**src/rtl/player_action_controller_pkg.sv**
```systemverilog
// Shared fighter-character definitions: state codes, frame-count defaults,
// screen/sprite geometry and the frame counter width.
package char_pkg;

  typedef enum logic [2:0] {
    ST_IDLE      = 3'd0,
    ST_FWD       = 3'd1,
    ST_BACK      = 3'd2,
    ST_HITSTUN   = 3'd3,
    ST_BLOCKSTUN = 3'd4,
    ST_STARTUP   = 3'd5,
    ST_ACTIVE    = 3'd6,
    ST_RECOVERY  = 3'd7
  } state_t;

  localparam int unsigned CNT_W    = 5;
  localparam int unsigned WIDTH    = 64;
  localparam int unsigned SCREEN_W = 640;

  localparam logic [9:0] DEF_X_INIT = 10'd100;
  localparam logic [9:0] DEF_X_MIN  = 10'd0;
  localparam logic [9:0] DEF_X_MAX  = 10'(SCREEN_W - WIDTH);

  localparam int unsigned DEF_FWD_STEP   = 3;
  localparam int unsigned DEF_BACK_STEP  = 2;
  localparam int unsigned DEF_B_STARTUP  = 5;
  localparam int unsigned DEF_B_ACTIVE   = 2;
  localparam int unsigned DEF_B_RECOVERY = 16;
  localparam int unsigned DEF_D_STARTUP  = 4;
  localparam int unsigned DEF_D_ACTIVE   = 3;
  localparam int unsigned DEF_D_RECOVERY = 15;
  localparam int unsigned DEF_HITSTUN    = 12;
  localparam int unsigned DEF_BLOCKSTUN  = 8;

  // Counters run from (length-1) down to 0, so a phase spans exactly length ticks.
  function automatic logic [CNT_W-1:0] len_m1(input int unsigned len);
    return CNT_W'(len - 1);
  endfunction

endpackage

```
**src/rtl/player_action_controller_if.sv**
```systemverilog
// Per-player signal bundle between debouncers/collision logic and the
// action controller, plus the controller outputs feeding renderer and hit detection.
interface player_action_controller_if;
  logic       frame_tick;
  logic       btn_left;
  logic       btn_right;
  logic       btn_attack;
  logic       hit_in;
  logic [9:0] x_pos;
  logic [2:0] state;
  logic       attacking;
  logic       dir_attacking;
  logic       hit_active;
  logic       busy;

  modport master (
    output frame_tick, btn_left, btn_right, btn_attack, hit_in,
    input  x_pos, state, attacking, dir_attacking, hit_active, busy
  );

  modport slave (
    input  frame_tick, btn_left, btn_right, btn_attack, hit_in,
    output x_pos, state, attacking, dir_attacking, hit_active, busy
  );
endinterface

```
**src/rtl/player_action_controller_pulse_latch.sv**
```systemverilog
// Optional edge detector feeding a sticky pending bit; the pending output
// includes a same-cycle event so a consuming tick sees it and clears it.
module pulse_latch #(
  parameter bit EDGE_DET  = 1'b1,
  parameter bit PREV_INIT = 1'b1
) (
  input  logic clk,
  input  logic rst,
  input  logic i_sig,
  input  logic i_clr,
  output logic o_pend
);
  logic r_prev;
  logic r_pend;
  logic w_event;

  assign w_event = EDGE_DET ? (i_sig & ~r_prev) : i_sig;
  assign o_pend  = r_pend | w_event;

  always_ff @(posedge clk or posedge rst) begin
    if (rst) begin
      r_prev <= PREV_INIT;
      r_pend <= 1'b0;
    end else begin
      r_prev <= i_sig;
      r_pend <= i_clr ? 1'b0 : o_pend;
    end
  end
endmodule

```
**src/rtl/player_action_controller.sv**
```systemverilog
// Frame-driven fighter sequencer: movement, three-phase attacks and stun.
// Define ATTACK_BUFFER_EN to buffer an attack press made during RECOVERY.
module player_action_controller
  import char_pkg::*;
#(
  parameter int unsigned PLAYER_NUM = 0,
  parameter logic [9:0]  X_INIT     = DEF_X_INIT,
  parameter logic [9:0]  X_MIN      = DEF_X_MIN,
  parameter logic [9:0]  X_MAX      = DEF_X_MAX,
  parameter int unsigned FWD_STEP   = DEF_FWD_STEP,
  parameter int unsigned BACK_STEP  = DEF_BACK_STEP,
  parameter int unsigned B_STARTUP  = DEF_B_STARTUP,
  parameter int unsigned B_ACTIVE   = DEF_B_ACTIVE,
  parameter int unsigned B_RECOVERY = DEF_B_RECOVERY,
  parameter int unsigned D_STARTUP  = DEF_D_STARTUP,
  parameter int unsigned D_ACTIVE   = DEF_D_ACTIVE,
  parameter int unsigned D_RECOVERY = DEF_D_RECOVERY,
  parameter int unsigned HITSTUN    = DEF_HITSTUN,
  parameter int unsigned BLOCKSTUN  = DEF_BLOCKSTUN
) (
  input logic                        clk,
  input logic                        rst,
  player_action_controller_if.slave  bus
);

`ifdef ATTACK_BUFFER_EN
  localparam bit BUF_EN = 1'b1;
`else
  localparam bit BUF_EN = 1'b0;
`endif

  localparam logic [CNT_W-1:0] B_ST_M1 = len_m1(B_STARTUP);
  localparam logic [CNT_W-1:0] B_AC_M1 = len_m1(B_ACTIVE);
  localparam logic [CNT_W-1:0] B_RC_M1 = len_m1(B_RECOVERY);
  localparam logic [CNT_W-1:0] D_ST_M1 = len_m1(D_STARTUP);
  localparam logic [CNT_W-1:0] D_AC_M1 = len_m1(D_ACTIVE);
  localparam logic [CNT_W-1:0] D_RC_M1 = len_m1(D_RECOVERY);
  localparam logic [CNT_W-1:0] HS_M1   = len_m1(HITSTUN);
  localparam logic [CNT_W-1:0] BS_M1   = len_m1(BLOCKSTUN);

  state_t           r_state;
  logic [CNT_W-1:0] r_cnt;
  logic             r_kind;
  logic [9:0]       r_x;

  state_t           w_state_nxt;
  logic [CNT_W-1:0] w_cnt_nxt;
  logic             w_kind_nxt;
  logic [9:0]       w_x_nxt;

  logic w_atk_pend;
  logic w_hit_pend;
  logic w_atk_clr;
  logic w_fwd_btn;
  logic w_back_btn;
  logic w_phase;
  logic w_cnt_zero;
  logic [9:0] w_x_fwd;
  logic [9:0] w_x_back;

  function automatic logic [9:0] x_inc(input logic [9:0] x, input int unsigned step);
    logic [10:0] s;
    s = {1'b0, x} + 11'(step);
    return (s > {1'b0, X_MAX}) ? X_MAX : s[9:0];
  endfunction

  function automatic logic [9:0] x_dec(input logic [9:0] x, input int unsigned step);
    return ({1'b0, x} < ({1'b0, X_MIN} + 11'(step))) ? X_MIN : (x - 10'(step));
  endfunction

  // Forward is +x for the left player and -x for the right player.
  assign w_fwd_btn  = (PLAYER_NUM == 0) ? bus.btn_right : bus.btn_left;
  assign w_back_btn = (PLAYER_NUM == 0) ? bus.btn_left  : bus.btn_right;
  assign w_x_fwd    = (PLAYER_NUM == 0) ? x_inc(r_x, FWD_STEP)  : x_dec(r_x, FWD_STEP);
  assign w_x_back   = (PLAYER_NUM == 0) ? x_dec(r_x, BACK_STEP) : x_inc(r_x, BACK_STEP);
  assign w_cnt_zero = (r_cnt == '0);

  // A buffered press survives RECOVERY ticks until the final one consumes it.
  assign w_atk_clr = bus.frame_tick &
                     ~(BUF_EN & ~w_hit_pend & (r_state == ST_RECOVERY) & ~w_cnt_zero);

  pulse_latch #(.EDGE_DET(1'b1), .PREV_INIT(1'b1)) u_atk_latch (
    .clk    (clk),
    .rst    (rst),
    .i_sig  (bus.btn_attack),
    .i_clr  (w_atk_clr),
    .o_pend (w_atk_pend)
  );

  pulse_latch #(.EDGE_DET(1'b0), .PREV_INIT(1'b0)) u_hit_latch (
    .clk    (clk),
    .rst    (rst),
    .i_sig  (bus.hit_in),
    .i_clr  (bus.frame_tick),
    .o_pend (w_hit_pend)
  );

  always_ff @(posedge clk or posedge rst) begin
    if (rst) begin
      r_state <= ST_IDLE;
      r_cnt   <= '0;
      r_kind  <= 1'b0;
      r_x     <= X_INIT;
    end else begin
      r_state <= w_state_nxt;
      r_cnt   <= w_cnt_nxt;
      r_kind  <= w_kind_nxt;
      r_x     <= w_x_nxt;
    end
  end

  always_comb begin
    w_state_nxt = r_state;
    w_cnt_nxt   = r_cnt;
    w_kind_nxt  = r_kind;
    w_x_nxt     = r_x;
    if (bus.frame_tick) begin
      if (w_hit_pend) begin
        w_kind_nxt = 1'b0;
        if (r_state == ST_BACK) begin
          w_state_nxt = ST_BLOCKSTUN;
          w_cnt_nxt   = BS_M1;
        end else begin
          w_state_nxt = ST_HITSTUN;
          w_cnt_nxt   = HS_M1;
        end
      end else begin
        case (r_state)
          ST_HITSTUN, ST_BLOCKSTUN: begin
            if (w_cnt_zero) w_state_nxt = ST_IDLE;
            else            w_cnt_nxt   = r_cnt - 1'b1;
          end
          ST_STARTUP: begin
            if (w_cnt_zero) begin
              w_state_nxt = ST_ACTIVE;
              w_cnt_nxt   = r_kind ? D_AC_M1 : B_AC_M1;
            end else begin
              w_cnt_nxt = r_cnt - 1'b1;
            end
          end
          ST_ACTIVE: begin
            if (w_cnt_zero) begin
              w_state_nxt = ST_RECOVERY;
              w_cnt_nxt   = r_kind ? D_RC_M1 : B_RC_M1;
            end else begin
              w_cnt_nxt = r_cnt - 1'b1;
            end
          end
          ST_RECOVERY: begin
            if (!w_cnt_zero) begin
              w_cnt_nxt = r_cnt - 1'b1;
            end else if (BUF_EN && w_atk_pend) begin
              w_state_nxt = ST_STARTUP;
              w_kind_nxt  = w_fwd_btn;
              w_cnt_nxt   = w_fwd_btn ? D_ST_M1 : B_ST_M1;
            end else begin
              w_state_nxt = ST_IDLE;
            end
          end
          default: begin
            if (w_atk_pend) begin
              w_state_nxt = ST_STARTUP;
              w_kind_nxt  = w_fwd_btn;
              w_cnt_nxt   = w_fwd_btn ? D_ST_M1 : B_ST_M1;
            end else if (w_fwd_btn && !w_back_btn) begin
              w_state_nxt = ST_FWD;
              w_x_nxt     = w_x_fwd;
            end else if (w_back_btn && !w_fwd_btn) begin
              w_state_nxt = ST_BACK;
              w_x_nxt     = w_x_back;
            end else begin
              w_state_nxt = ST_IDLE;
            end
          end
        endcase
      end
    end
  end

  always_comb begin
    w_phase           = (r_state == ST_STARTUP) || (r_state == ST_ACTIVE) ||
                        (r_state == ST_RECOVERY);
    bus.x_pos         = r_x;
    bus.state         = r_state;
    bus.attacking     = w_phase & ~r_kind;
    bus.dir_attacking = w_phase & r_kind;
    bus.hit_active    = (r_state == ST_ACTIVE);
    bus.busy          = !((r_state == ST_IDLE) || (r_state == ST_FWD) || (r_state == ST_BACK));
  end

endmodule

```
**src/flat_wrapper.sv**
```systemverilog
// flat-port wrapper written by rule: the top's interface ports become plain ports
module player_action_controller_flat import char_pkg::*;
#(
  parameter int unsigned PLAYER_NUM = 0,
  parameter logic [9:0]  X_INIT     = DEF_X_INIT,
  parameter logic [9:0]  X_MIN      = DEF_X_MIN,
  parameter logic [9:0]  X_MAX      = DEF_X_MAX,
  parameter int unsigned FWD_STEP   = DEF_FWD_STEP,
  parameter int unsigned BACK_STEP  = DEF_BACK_STEP,
  parameter int unsigned B_STARTUP  = DEF_B_STARTUP,
  parameter int unsigned B_ACTIVE   = DEF_B_ACTIVE,
  parameter int unsigned B_RECOVERY = DEF_B_RECOVERY,
  parameter int unsigned D_STARTUP  = DEF_D_STARTUP,
  parameter int unsigned D_ACTIVE   = DEF_D_ACTIVE,
  parameter int unsigned D_RECOVERY = DEF_D_RECOVERY,
  parameter int unsigned HITSTUN    = DEF_HITSTUN,
  parameter int unsigned BLOCKSTUN  = DEF_BLOCKSTUN
)
  (clk, rst, bus_frame_tick, bus_btn_left, bus_btn_right, bus_btn_attack, bus_hit_in, bus_x_pos, bus_state, bus_attacking, bus_dir_attacking, bus_hit_active, bus_busy);
  player_action_controller_if bus_i ();
  input logic clk;
  input logic rst;
  input wire logic [$bits(bus_i.frame_tick)-1:0] bus_frame_tick;
  input wire logic [$bits(bus_i.btn_left)-1:0] bus_btn_left;
  input wire logic [$bits(bus_i.btn_right)-1:0] bus_btn_right;
  input wire logic [$bits(bus_i.btn_attack)-1:0] bus_btn_attack;
  input wire logic [$bits(bus_i.hit_in)-1:0] bus_hit_in;
  output wire logic [$bits(bus_i.x_pos)-1:0] bus_x_pos;
  output wire logic [$bits(bus_i.state)-1:0] bus_state;
  output wire logic [$bits(bus_i.attacking)-1:0] bus_attacking;
  output wire logic [$bits(bus_i.dir_attacking)-1:0] bus_dir_attacking;
  output wire logic [$bits(bus_i.hit_active)-1:0] bus_hit_active;
  output wire logic [$bits(bus_i.busy)-1:0] bus_busy;
  assign bus_i.frame_tick = bus_frame_tick;
  assign bus_i.btn_left = bus_btn_left;
  assign bus_i.btn_right = bus_btn_right;
  assign bus_i.btn_attack = bus_btn_attack;
  assign bus_i.hit_in = bus_hit_in;
  assign bus_x_pos = bus_i.x_pos;
  assign bus_state = bus_i.state;
  assign bus_attacking = bus_i.attacking;
  assign bus_dir_attacking = bus_i.dir_attacking;
  assign bus_hit_active = bus_i.hit_active;
  assign bus_busy = bus_i.busy;
  player_action_controller #(.PLAYER_NUM(PLAYER_NUM), .X_INIT(X_INIT), .X_MIN(X_MIN), .X_MAX(X_MAX), .FWD_STEP(FWD_STEP), .BACK_STEP(BACK_STEP), .B_STARTUP(B_STARTUP), .B_ACTIVE(B_ACTIVE), .B_RECOVERY(B_RECOVERY), .D_STARTUP(D_STARTUP), .D_ACTIVE(D_ACTIVE), .D_RECOVERY(D_RECOVERY), .HITSTUN(HITSTUN), .BLOCKSTUN(BLOCKSTUN)) u_core (.clk(clk), .rst(rst), .bus(bus_i));
endmodule
```
**config.mk**
```make
export PLATFORM = sky130hd
export DESIGN_NAME = player_action_controller_flat
export DESIGN_NICKNAME = d
export VERILOG_FILES = /design/src/rtl/player_action_controller_pkg.sv /design/src/rtl/player_action_controller_if.sv /design/src/rtl/player_action_controller_pulse_latch.sv /design/src/rtl/player_action_controller.sv /design/src/flat_wrapper.sv
export SDC_FILE = /design/constraint.sdc
export NUM_CORES = 1
export LEC_CHECK = 0
export CAP_MARGIN = 25
export CORE_ASPECT_RATIO = 0.7
export CORE_MARGIN = 5
export CORE_UTILIZATION = 40
export DETAILED_ROUTE_END_ITERATION = 7
export GPL_TIMING_DRIVEN = 0
export PLACE_DENSITY = 0.72
export SLEW_MARGIN = 20
export SYNTH_ARGS = -nofsm -noshare
export SYNTH_HDL_FRONTEND = slang
export SYNTH_SLANG_ARGS = --single-unit
```
**constraint.sdc**
```tcl
create_clock -name clk -period 2.3 [get_ports clk]
set_input_delay 0.23 -clock clk [delete_from_list [all_inputs] [get_ports clk]]
set_output_delay 0.23 -clock clk [all_outputs]
set_load 0.1 [all_outputs]
```
# Word-level counts from Yosys, hierarchy flattened
# Index checks and enable logic that the tools add are counted.
dict set report classes {
  mux 28
  n_mul 0
  n_div 0
  n_addsub 3
  order_cmp 2
  reduce_logical 20
  shift 0
  n_bitwise 10
  n_eq_ne 12
}
# operator n
set op_table {}
lappend op_table {{10-bit 2-to-1 mux} 4}
lappend op_table {{5-bit 2-to-1 mux} 5}
lappend op_table {{3-bit 2-to-1 mux} 8}
lappend op_table {{5-bit case mux with 3 select lines} 1}
lappend op_table {{3-bit equality test, second input constant} 4}
lappend op_table {{10-bit by 2-bit adder with 11-bit output, second input constant} 1}
lappend op_table {{11-bit by 10-bit greater-than comparator with 1-bit output, second input constant} 1}
lappend op_table {{10-bit by 2-bit less-than comparator with 1-bit output, second input constant} 1}
lappend op_table {{10-bit by 2-bit subtractor with 10-bit output, second input constant} 1}
lappend op_table {{3-bit case mux with 3 select lines} 1}
lappend op_table {{3-bit by 2-bit equality test with 1-bit output, second input constant} 2}
lappend op_table {{1-bit 2-to-1 mux} 6}
lappend op_table {{3-bit by 1-bit != test with 1-bit output, second input constant} 2}
lappend op_table {{3-bit AND reduction} 2}
lappend op_table {{5-bit logical NOT} 1}
lappend op_table {{1-bit NOT} 5}
lappend op_table {{5-bit AND reduction} 1}
lappend op_table {{5-bit nonzero test} 1}
lappend op_table {{5-bit OR reduction} 1}
lappend op_table {{5-bit by 1-bit subtractor with 5-bit output, second input constant} 1}
lappend op_table {{1-bit logical OR} 4}
lappend op_table {{2-bit 2-to-1 mux} 2}
lappend op_table {{4-bit 2-to-1 mux} 1}
lappend op_table {{4-bit AND reduction} 1}
lappend op_table {{other kinds (11)} 18}
dict set report word_totals {
  inputBits 7
  latchBits 0
  mem_bits_ro 0
  mem_bits_rw 0
  word_cells 82
  memories 0
  out_inout_bits 17
  regBits 22
}

# Longest topological paths before layout
# Gate-level depths: netlist (run 1).
dict set report depth {
  ltp_word 7
  depth_mapped 9
  ltp_nobuf 8
}

# By module
# A second synthesis (run 1) with hierarchy kept.
dict set report unflattened {
  cells_unflattened 226
  area_unflattened_um2 1859.3
}
# module area_each_um2 n_inst cells_each seq_area_each_um2
set modules_own_cells {}
lappend modules_own_cells {player_action_controller 1729.2 1 215 479.2}
lappend modules_own_cells {{pulse_latch (u_core.u_atk_latch)} 85.1 1 7 51.3}
lappend modules_own_cells {{pulse_latch (u_core.u_hit_latch)} 45.0 1 4 25.0}

# Worst setup path after synthesis (run 1)
# No wires, ideal clock.
dict set report synth_timing {
  kind {register to output}
  from {register u_core.r_state[0] (netlist: u_core.bus.state[0])}
  to {output bus_attacking}
  arrival_time_ns 3.604
  stages_incl_launch_ff 4
  n_path_buf 1
  path_slack_ns -1.534
  path_cell_list {dfrtp_1 clkbuf_1 nor2_1 nor3b_1}
}
dict set report synth_via {
  elab_chain_len 4
  word_cells_on_any_way 6
  cone_classes {eq/ne (3); bitwise (1); reduce/logical (2)}
}
# item line_no
set synth_lines {}
lappend synth_lines {{from (decl)} player_action_controller.sv:41} ;# state_t r_state;
lappend synth_lines {{from (signal assigned)} player_action_controller.sv:105} ;# r_state <= w_state_nxt;
lappend synth_lines {{3-bit equality test} player_action_controller.sv:181} ;# w_phase = (r_state == ST_STARTUP) || (r_state == ST_ACTIVE) ||
lappend synth_lines {{1-bit logical OR} player_action_controller.sv:181}
lappend synth_lines {{1-bit logical OR *} player_action_controller.sv:181}
lappend synth_lines {{1-bit AND *} player_action_controller.sv:185} ;# bus.attacking = w_phase & ~r_kind;
lappend synth_lines {{to (decl)} flat_wrapper.sv:30} ;# output wire logic [$bits(bus_i.attacking)-1:0] bus_attacking;
# Every way passes the cells marked *; elsewhere a longest branch is shown, timed or not.

# Worst setup path in the final report (run 1)
dict set report layout_timing {
  from {register u_core.r_x[1] (netlist: u_core.bus.x_pos[1])}
  to {output bus_x_pos[1]}
}
# item line_no
set layout_rtl {}
lappend layout_rtl {{from (decl)} player_action_controller.sv:44} ;# logic [9:0] r_x;
lappend layout_rtl {{from (signal assigned)} player_action_controller.sv:108} ;# r_x <= w_x_nxt;
lappend layout_rtl {{to (decl)} flat_wrapper.sv:28} ;# output wire logic [$bits(bus_i.x_pos)-1:0] bus_x_pos;
# No word-level cell between the ends.

==> results of run 1 <==
-- report_power, final --
| part | switching (uW) | internal [uW] | leakage, uW |
|---|---|---|---|
| registers | 197 | 561 | 0.000252 |
| logic | 1750 | 788 | 0.000684 |
| clock network | 134 | 153 | 0.0000288 |
| total | 2080 | 1500 | 0.000965 |
-- worst max-delay path, delay by kind of cell, from the launching register on --
| kind | cells | cell delay [ns] |
|---|---|---|
| DFF | 1 | 0.45 |
| buffers and inverters | 2 | 1.27 |
-- cell type report --
cell class | instances | area [sq um] | share of cell area (%)
Clock buffer | 4 | 55.1 | 2.23
Sequential cell | 22 | 581 | 23.5
Inverter | 14 | 56.3 | 2.28
Timing Repair Buffer | 28 | 273 | 11.0
Buffer | 15 | 101 | 4.10
Multi-Input combinational cell | 188 | 1320 | 53.4
Tap cell | 69 | 86.3 | 3.49
-- layout by cell type (no fill, tap or decap), drive strengths merged, types with 13 or more instances in the layout --
cell type       n
nor2           27
a21oi          20
o21ai          20
buf            19
dfrtp          18
nor3           17
clkdlybuf4s50  15
inv            13
nand2          13
-- state kept, by name, indices dropped and copies added, names as in the netlist --
name,flops
u_core.bus.state,3
u_core.bus.x_pos,10
u_core.r_cnt,5
u_core.r_kind,1
u_core.u_atk_latch.r_pend,1
u_core.u_atk_latch.r_prev,1
u_core.u_hit_latch.r_pend,1
-- cell families after synthesis --
| group | Yosys count |
|---|---|
| compound gates | 79 |
| xor+xnor | 4 |
| fa+ha+maj | 8 |
| buf+inv | 29 |
| flops | 22 |
| mux | 8 |
| simple gates | 89 |
-- stage by stage --
stage	hold slack (ns)	TNS (ns)	util, %	total power, uW
2_1_floorplan	0.216	-0.0542	-	2660
3_3_place_gp	0.503	-0.571	48.7	3140
3_5_place_dp	0.508	-0.561	48.7	3170
4_1_cts	0.334	0	49.9	3450
5_1_grt	0.243	-0.0511	51.7	3810
6_report	0.215	0	51.7	3580
-- worst min-delay path by stage --
| stage | startpoint | endpoint | cells after the start |
|---|---|---|---|
| 6_report | rst | u_core.bus.x_pos[9]$_DFFE_PP0P_ | 2 |
| 5_1_grt | rst | u_core.bus.x_pos[1]$_DFFE_PP0P_ | 2 |
| 4_1_cts | bus_frame_tick | u_core.u_hit_latch.r_pend$_DFF_PP0_ | 2 |
| 3_5_place_dp | u_core.r_cnt[4]$_DFFE_PP0P_ | u_core.r_cnt[4]$_DFFE_PP0P_ | 1 |
| 3_3_place_gp | u_core.r_cnt[4]$_DFFE_PP0P_ | u_core.r_cnt[4]$_DFFE_PP0P_ | 1 |
| 2_1_floorplan | rst | u_core.bus.state[0]$_DFFE_PP0P_ | 1 |
-- timing repair --
action,CTS,global route
setup buffers,0,5
gates resized for setup,12,9
pin swaps,0,4
endpoints found under the setup margin,7,12
-- layer usage --
layer | GRT usage [%] | vias up
li1 | - | 937
met1 | 25.0 | 904
met2 | 23.6 | 88
met3 | 2.71 | 2
met4 | 2.88 | 0
met5 | 0 | -
==> summary.txt, run 1 <==
Yosys top cell area share: 22.9%
DIE AREA: 6450 sq um
flops & latches, synth: 22
ys flop type: dfrtp_1
main combinational cell family by area after synthesis: compound AO/OA/AOI/OAI gates
1st-pass router iterations: 5
WP data arrival: 1.99 ns
routed wire length: 5.16 mm
Slew HR: 35.0%
CP startpoint: u_core.bus.x_pos[1]$_DFFE_PP0P_
total clock sinks: 22
CP Capture Point: bus_x_pos[1]
design area: 2470 sq um
Post-synth top cells: nor2_1 (27), a21oi_1 (18), dfrtp_1 (18), nor3_1 (15), o21ai_0 (15)
Post-DRT Antenna Nets: 0
mapped cell area: 1970 sq um
Syn Area/Cell: 8.25 sq um
worst-path fanout max: 5
initial antenna violation count: 0
synth unique cells: 63
Core Area: 4780 sq um
Worst Hold Class: in -> async
leak pwr: 0.000965 uW
IO buf count: 22
Final period util: 96.7%
Vias: 1931
met1 WL: 2.56 mm
per-cell routed wire length: 15.2 um
worst-path cell chain: buf_4, clkdlybuf4s50_1
Final min period: 2.22 ns
Starting Density: 41.2%
nets: 287
measured slew at the worst slew-check pin: 0.972 ns
# rows: 21
dominant cell type by area after synthesis: dfrtp_1
fmax: 450 MHz
number of flops mapped to enable cells by yosys: 0
First DRT Iteration DRCs: 299
H-tree levels: 1
Compound-Gate Fraction of Synth Area: 27.5%
Crit Reg-Reg Endpoint: u_core.bus.x_pos[3]$_DFFE_PP0P_
Fin. Hold Viols: 0
most common cell in the netlist: nor2_1
Final setup viols: 0
final slew viol count: 0
mux contribution to synthesized area: 4.44%
total grt overflow: 0
CTS tree: yes
adder-cell share of the synthesized area: 5.08%
Final Worst Setup Slack: 0.0763 ns
Non-Filler Instances: 340
WL met3: 483 um
Ys Warns: 0
top cells by area, synth: dfrtp_1 (23%), dfstp_2 (5.3%), nor2_1 (5.1%), ha_1 (5.1%), a21oi_1 (4.6%)
cts hold-fix bufs: 0
Slowest Stage Delay on Critical Path: 1.13 ns
Clk Latency, worst-skew pair: 0.27 ns
r2r startpoint: u_core.bus.x_pos[2]$_DFFE_PP1P_
status: complete, no violations
chip width: 93.9 um
Post-Synth Simple-Gate Area: 25.2%
Worst-path clk slew: 0.09 ns
largest net degree at the start of global routing: 23
Crit-path slowest cell: clkdlybuf4s50_1
number of remaining DRC errors: 0
Ports: 24
number of global-route vias before repair: 1743
Longest Clk Path Bufs: 2
share of cells above drive strength 1: 23.6%
FFs w/ async S/R, synth: 100%
Post-Synth XOR/XNOR Area: 1.78%
Worst EP required: 2.07 ns
R2R cell count: 8
r2r setup slk: 0.11 ns
Die Ht: 68.7 um
routability cong.: 0.977
CP Capture Type: output pin
Pwr Density: 1450 nW/um^2
first-pass GRT wire length: 8.35 mm
Vias/cell: 5.68
DP Wirelength: 3.89 mm
Total GRT Usage: 16.2%
crit path launch type: flip-flop
VDD IR max: 0.000412 V
fill count: 474
TritonCTS Buffers: 3
Synth Instances: 239
register area share after synthesis: 28.2%
uppermost routed layer: met4
P&R area growth vs syn: 25.4%
Inst Count DP: 330
Place WS: -0.265 ns
Antenna Cells: 0
Post-Syn Nets: 254
Fin Clk Skew: 0.00674 ns
CTS root buf: clkbuf_8
max-capacitance violation count: 0
wire length on met2: 2.09 mm
Cell Area, Placed: 2330 sq um
critical path class: reg -> out
(Power assumes the default switching activity.)
==> run 2: changes to the inputs <==
--- a/config.mk
+++ b/config.mk
@@ -5,7 +5,7 @@
 export SDC_FILE = /design/constraint.sdc
 export NUM_CORES = 1
 export LEC_CHECK = 0
-export CAP_MARGIN = 25
+export CAP_MARGIN = 10
 export CORE_ASPECT_RATIO = 0.7
 export CORE_MARGIN = 5
 export CORE_UTILIZATION = 40
==> run 2 against run 1 <==
- sequential cell count did not move
- highest routed layer is now met3
- sequential share of layout area rose by 0.14 points
- utilization fell by 0.31 points
- critical endpoint unchanged
- wire length rose by 0.19%
- hold slack improved by 0.12 ns
- setup slack improved by 0.0019 ns
==> summary.txt, run 2 (synthesized netlist as in run 1, its figures left out) <==
status: complete, no violations (unchanged)
Core Area: 4780 sq um (unchanged)
number of remaining DRC errors: 0 (unchanged)
Final period util: 96.6% (was 96.7%)
CP Capture Type: output pin (unchanged)
Fin Clk Skew: 0.00236 ns (was 0.00674 ns)
r2r startpoint: u_core.bus.x_pos[2]$_DFFE_PP1P_ (unchanged)
Vias: 1945 (was 1931)
IO buf count: 22 (unchanged)
fmax: 450 MHz (about the same)
worst-path fanout max: 5 (unchanged)
nets: 286 (was 287)
share of cells above drive strength 1: 23.3% (was 23.6%)
Pwr Density: 1460 nW/um^2 (was 1450 nW/um^2)
leak pwr: 0.000957 uW (was 0.000965 uW)
number of global-route vias before repair: 1743 (unchanged)
Starting Density: 41.2% (unchanged)
Slew HR: 35.0% (about the same)
most frequent cells in the layout: nor2_1 (27), a21oi_1 (17), clkdlybuf4s50_1 (15) (unchanged)
final slew viol count: 0 (unchanged)
DP Wirelength: 3.89 mm (unchanged)
most common cell after layout, fill and taps aside: nor2_1 (unchanged)
Worst EP required: 2.07 ns (about the same)
total clock sinks: 22 (unchanged)
1st-pass router iterations: 5 (unchanged)
per-cell routed wire length: 15.3 um (was 15.2 um)
CTS tree: yes (unchanged)
Cell Area, Placed: 2330 sq um (unchanged)
Vias/cell: 5.74 (was 5.68)
total grt overflow: 0 (unchanged)
VDD IR max: 0.000410 V (was 0.000412 V)
first-pass GRT wire length: 8.35 mm (unchanged)
Total GRT Usage: 16.2% (unchanged)
measured slew at the worst slew-check pin: 0.972 ns (about the same)
Antenna Cells: 0 (unchanged)
Worst Hold Class: in -> reg (was in -> async)
initial antenna violation count: 0 (unchanged)
CP Capture Point: bus_x_pos[1] (unchanged)
Largest register FFs: 10 (unchanged)
Post-DRT Antenna Nets: 0 (unchanged)
CTS root buf: clkbuf_8 (unchanged)
Clk Latency, worst-skew pair: 0.26 ns (was 0.27 ns)
CP startpoint: u_core.bus.x_pos[1]$_DFFE_PP0P_ (unchanged)
chip width: 93.9 um (unchanged)
R2R cell count: 8 (unchanged)
fill count: 475 (was 474)
crit path launch type: flip-flop (unchanged)
routed wire length: 5.17 mm (was 5.16 mm)
critical path class: reg -> out (unchanged)
Final min period: 2.22 ns (about the same)
Crit Reg-Reg Endpoint: u_core.bus.x_pos[3]$_DFFE_PP0P_ (unchanged)
Worst-path clk slew: 0.08 ns (was 0.09 ns)
largest net degree at the start of global routing: 23 (unchanged)
Ports: 24 (unchanged)
First DRT Iteration DRCs: 367 (was 299)
Die Ht: 68.7 um (unchanged)
Pwr Total: 3580 uW (about the same)
TritonCTS Buffers: 3 (unchanged)
# rows: 21 (unchanged)
max-capacitance violation count: 0 (unchanged)
Fin. Hold Viols: 0 (unchanged)
H-tree levels: 1 (unchanged)
Final setup viols: 0 (unchanged)
WHS: 0.338 ns (was 0.215 ns)
setup_tns: 0 ns (unchanged)
routability cong.: 0.977 (unchanged)
WP data arrival: 1.99 ns (about the same)
DIE AREA: 6450 sq um (unchanged)
design area: 2460 sq um (was 2470 sq um)
P&R area growth vs syn: 24.6% (was 25.4%)
r2r setup slk: 0.12 ns (was 0.11 ns)
Longest Clk Path Bufs: 2 (unchanged)
-- run 2: final cells by class --
| class | instances | area, sq um | area share, % |
|---|---|---|---|
| Multi-Input combinational cell | 188 | 1320 | 53.7 |
| Sequential cell | 22 | 581 | 23.6 |
| Timing Repair Buffer | 27 | 258 | 10.5 |
| Buffer | 15 | 101 | 4.13 |
| Tap cell | 69 | 86.3 | 3.52 |
| Inverter | 14 | 56.3 | 2.29 |
| Clock buffer | 4 | 55.1 | 2.24 |
-- run 2: report_power, final --
part           internal, uW  switching [uW]  leakage (uW)
Clock                   153             133     0.0000288
Combinational           785            1750      0.000676
Sequential              561             195      0.000252
-- run 2: per-layer routing --
metal  GRT usage, %  vias up  share of wire [%]
li1               -      939                  -
met1           25.0      891                 49
met2           23.6      115                 41
met3           2.71        0                 10
met4           2.88        0                  0
met5              0        -                  0
-- run 2: what timing repair did --
item / 4_1_cts / 5_1_grt
pin swaps: 0 / 4
gates resized for setup: 12 / 9
setup endpoints to repair: 7 / 12
hold buffers: 0 / 0
setup buffers: 0 / 5
-- run 2: worst min path at each step --
stage / end / cells past startpoint / slack, ns / from
finish: u_core.u_hit_latch.r_pend$_DFF_PP0_ / 2 / 0.34 / bus_frame_tick
global route: u_core.u_atk_latch.r_pend$_DFF_PP0_ / 2 / 0.36 / bus_frame_tick
global placement: u_core.r_cnt[4]$_DFFE_PP0P_ / 1 / 0.50 / u_core.r_cnt[4]$_DFFE_PP0P_
CTS: u_core.u_hit_latch.r_pend$_DFF_PP0_ / 2 / 0.33 / bus_frame_tick
floorplan: u_core.bus.state[0]$_DFFE_PP0P_ / 1 / 0.22 / rst
detailed placement: u_core.r_cnt[4]$_DFFE_PP0P_ / 1 / 0.51 / u_core.r_cnt[4]$_DFFE_PP0P_
-- run 2: worst max-delay path: stages, from the launching register on --
cell and delay [ns]:
dfrtp_4 0.45, buf_4 0.14, clkdlybuf4s50_1 1.13
-- run 2: metrics by stage --
step	setup slack (ns)	utilization [%]	std cells
after detailed placement	-0.265	48.7	330
after global routing	-0.0326	51.4	339
after global placement	-0.269	48.7	330
final	0.0782	51.4	339
after floorplan	-0.0542	-	239
after CTS	0.0106	49.9	334
==> run 3: changes to the inputs <==
--- a/config.mk
+++ b/config.mk
@@ -6,7 +6,7 @@
 export NUM_CORES = 1
 export LEC_CHECK = 0
 export CAP_MARGIN = 10
-export CORE_ASPECT_RATIO = 0.7
+export CORE_ASPECT_RATIO = 0.5
 export CORE_MARGIN = 5
 export CORE_UTILIZATION = 40
 export DETAILED_ROUTE_END_ITERATION = 7
==> run 3 against run 2 <==
- sequential share of layout area shrank 0.072 points
- design area grew 0.31%
- register-to-register slack is essentially flat
- setup slack lost 0.013 ns
- sequential power grew 0.7%
- global-route usage grew 0.77 points
- largest cell class unchanged
- largest power group unchanged
==> summary.txt, run 3 (synthesized netlist as in run 1, its figures left out) <==
internal cell power: 1490 uW (was 1500 uW)
Antenna Cells: 0 (unchanged)
Worst Hold Class: in -> reg (unchanged)
Flop pwr share: 21.3% (was 21.1%)
area of the multi-input gates: 1330 sq um (was 1320 sq um)
routability cong.: 0.946 (was 0.977)
most frequent cells in the layout: nor2_1 (27), a21oi_1 (18), clkdlybuf4s50_1 (15) (was nor2_1 (27), a21oi_1 (17), clkdlybuf4s50_1 (15))
TritonCTS Buffers: 3 (unchanged)
Core Area: 4840 sq um (was 4780 sq um)
kind of cell adding the most delay to the critical path: buffers and inverters (unchanged)
worst-path fanout max: 9 (was 5)
IO buf count: 22 (unchanged)
Non-Filler Instances: 340 (was 339)
register area: 581 sq um (unchanged)
chip width: 109 um (was 93.9 um)
Pwr Density: 1450 nW/um^2 (was 1460 nW/um^2)
Place WS: -0.244 ns (was -0.265 ns)
VDD IR max: 0.000773 V (was 0.000410 V)
Inst Count DP: 331 (was 330)
DP Wirelength: 3.77 mm (was 3.89 mm)
final slew viol count: 0 (unchanged)
wire length on met2: 2.54 mm (was 2.13 mm)
status: complete, no violations (unchanged)
net load switching power: 2080 uW (about the same)
leak pwr: 0.000960 uW (was 0.000957 uW)
Final setup viols: 0 (unchanged)
CTS root buf: clkbuf_8 (unchanged)
number of global-route vias before repair: 1917 (was 1743)
critical path class: reg -> out (unchanged)
Slew HR: 33.8% (was 35.0%)
WL met3: 337 um (was 525 um)
Fin. Hold Viols: 0 (unchanged)
Pwr Total: 3570 uW (was 3580 uW)
Ports: 24 (unchanged)
largest net degree at the start of global routing: 23 (unchanged)
Post-DRT Antenna Nets: 0 (unchanged)
Largest register FFs: 10 (unchanged)
Die Ht: 59.6 um (was 68.7 um)
max-capacitance violation count: 0 (unchanged)
H-tree levels: 1 (unchanged)
uppermost routed layer: met4 (was met3)
Final Worst Setup Slack: 0.0652 ns (was 0.0782 ns)
crit path launch type: flip-flop (unchanged)
P&R area growth vs syn: 25.0% (was 24.6%)
Vias/cell: 5.81 (was 5.74)
total grt overflow: 0 (unchanged)
Final min period: 2.23 ns (was 2.22 ns)
WHS: 0.337 ns (was 0.338 ns)
nets: 286 (unchanged)
most common cell after layout, fill and taps aside: nor2_1 (unchanged)
number of remaining DRC errors: 0 (unchanged)
Gate power share: 70.5% (was 70.9%)
DIE AREA: 6520 sq um (was 6450 sq um)
Clk Latency, worst-skew pair: 0.27 ns (was 0.26 ns)
RSZ-0062 raised after global routing: yes
CTS tree: yes (unchanged)
initial antenna violation count: 0 (unchanged)
Crit-path slowest cell: clkdlybuf4s50_1 (unchanged)
CP bufs+invs: 1 (was 2)
First DRT Iteration DRCs: 232 (was 367)
met1 WL: 2.37 mm (was 2.51 mm)
Longest Clk Path Bufs: 2 (unchanged)
1st-pass router iterations: 4 (was 5)
per-cell routed wire length: 15.5 um (was 15.3 um)
switch share: 58.3% (was 58.1%)
Slowest Stage Delay on Critical Path: 1.20 ns (was 1.13 ns)
routed wire length: 5.27 mm (was 5.17 mm)
fill count: 463 (was 475)
first-pass GRT wire length: 8.83 mm (was 8.35 mm)
Starting Density: 40.7% (was 41.2%)
Worst-path clk slew: 0.09 ns (was 0.08 ns)
# rows: 18 (was 21)
Worst EP required: 2.07 ns (about the same)
clock power share: 8.2% (was 8.0%)
Final period util: 97.2% (was 96.6%)
Fin Clk Skew: 0.00245 ns (was 0.00236 ns)
measured slew at the worst slew-check pin: 0.990 ns (was 0.972 ns)
Vias: 1974 (was 1945)
CP Capture Type: output pin (unchanged)
share of cells above drive strength 1: 23.7% (was 23.3%)
Total GRT Usage: 16.9% (was 16.2%)
WP data arrival: 2.00 ns (was 1.99 ns)
fmax: 447 MHz (was 450 MHz)
total clock sinks: 22 (unchanged)
worst-path cell chain: clkdlybuf4s50_1 (was buf_4, clkdlybuf4s50_1)
run 3: cell counts in the layout (fill, tap and decap cells not counted):
Identical to the previous run, type by type.
run 3: layout make-up:
cell class              instances  area share (%)
inverters                      14            2.29
multi-input cells             188            53.8
well taps                      70            3.56
flip-flops and latches         22            23.6
clock buffers                   4            2.23
plain buffers                  15            4.11
repair buffers                 27            10.5
run 3: worst register-to-register path, delay by kind of cell (launching register included):
kind / cells / cell delay [ns]
AO/OA/AOI/OAI: 3 / 0.68
flip-flops: 1 / 0.65
AND/OR/NAND/NOR: 2 / 0.32
buffers and inverters: 2 / 0.27
multiplexers: 1 / 0.18
run 3: metrics by stage:
step                TNS [ns]  instance area [sq um]  util (%)
detailed placement    -0.541                   2330      48.1
global placement      -0.530                   2330      48.1
floorplan            -0.0542                   2020         -
CTS                        0                   2390      49.3
finish                     0                   2460      50.9
global route         -0.0295                   2460      50.9
run 3: repair_timing:
item	CTS	global route
pin swaps	1	4
endpoints found under the setup margin	7	12
setup buffers	0	5
hold endpoints to repair	0	0
gates resized for setup	11	11
gates cloned	0	0
hold buffers	0	0
run 3: power by group through the flow:
stage / clock network, uW / logic, uW / registers [uW]
after global routing: 315 / 2690 / 786
after detailed placement: 0 / 2390 / 776
after global placement: 0 / 2350 / 771
after CTS: 298 / 2380 / 773
final: 293 / 2520 / 761
after floorplan: 0 / 1290 / 1370
run 3: per-layer routing:
| metal | track usage, % | vias up |
|---|---|---|
| met1 | 21.9 | 970 |
| met4 | 3.20 | 0 |
| met3 | 2.72 | 4 |
| li1 | - | 940 |
| met5 | 0 | - |
| met2 | 30.5 | 60 |
run 3: path summary, 6_finish.rpt:
path / from / end / slack, ns / cells after the start
setup / recovery: u_core.bus.x_pos[8]$_DFFE_PP0P_ / bus_x_pos[8] / 0.07 / 1
hold / removal: bus_frame_tick / u_core.u_atk_latch.r_pend$_DFF_PP0_ / 0.34 / 2
setup reg to reg: u_core.bus.x_pos[2]$_DFFE_PP1P_ / u_core.bus.x_pos[1]$_DFFE_PP0P_ / 0.12 / 8
hold reg to reg: u_core.r_cnt[4]$_DFFE_PP0P_ / u_core.r_cnt[4]$_DFFE_PP0P_ / 0.54 / 1
max in group asynchronous: rst / u_core.bus.state[1]$_DFFE_PP0P_ / 1.19 / 2
min in group asynchronous: rst / u_core.bus.x_pos[0]$_DFFE_PP0P_ / 0.46 / 2
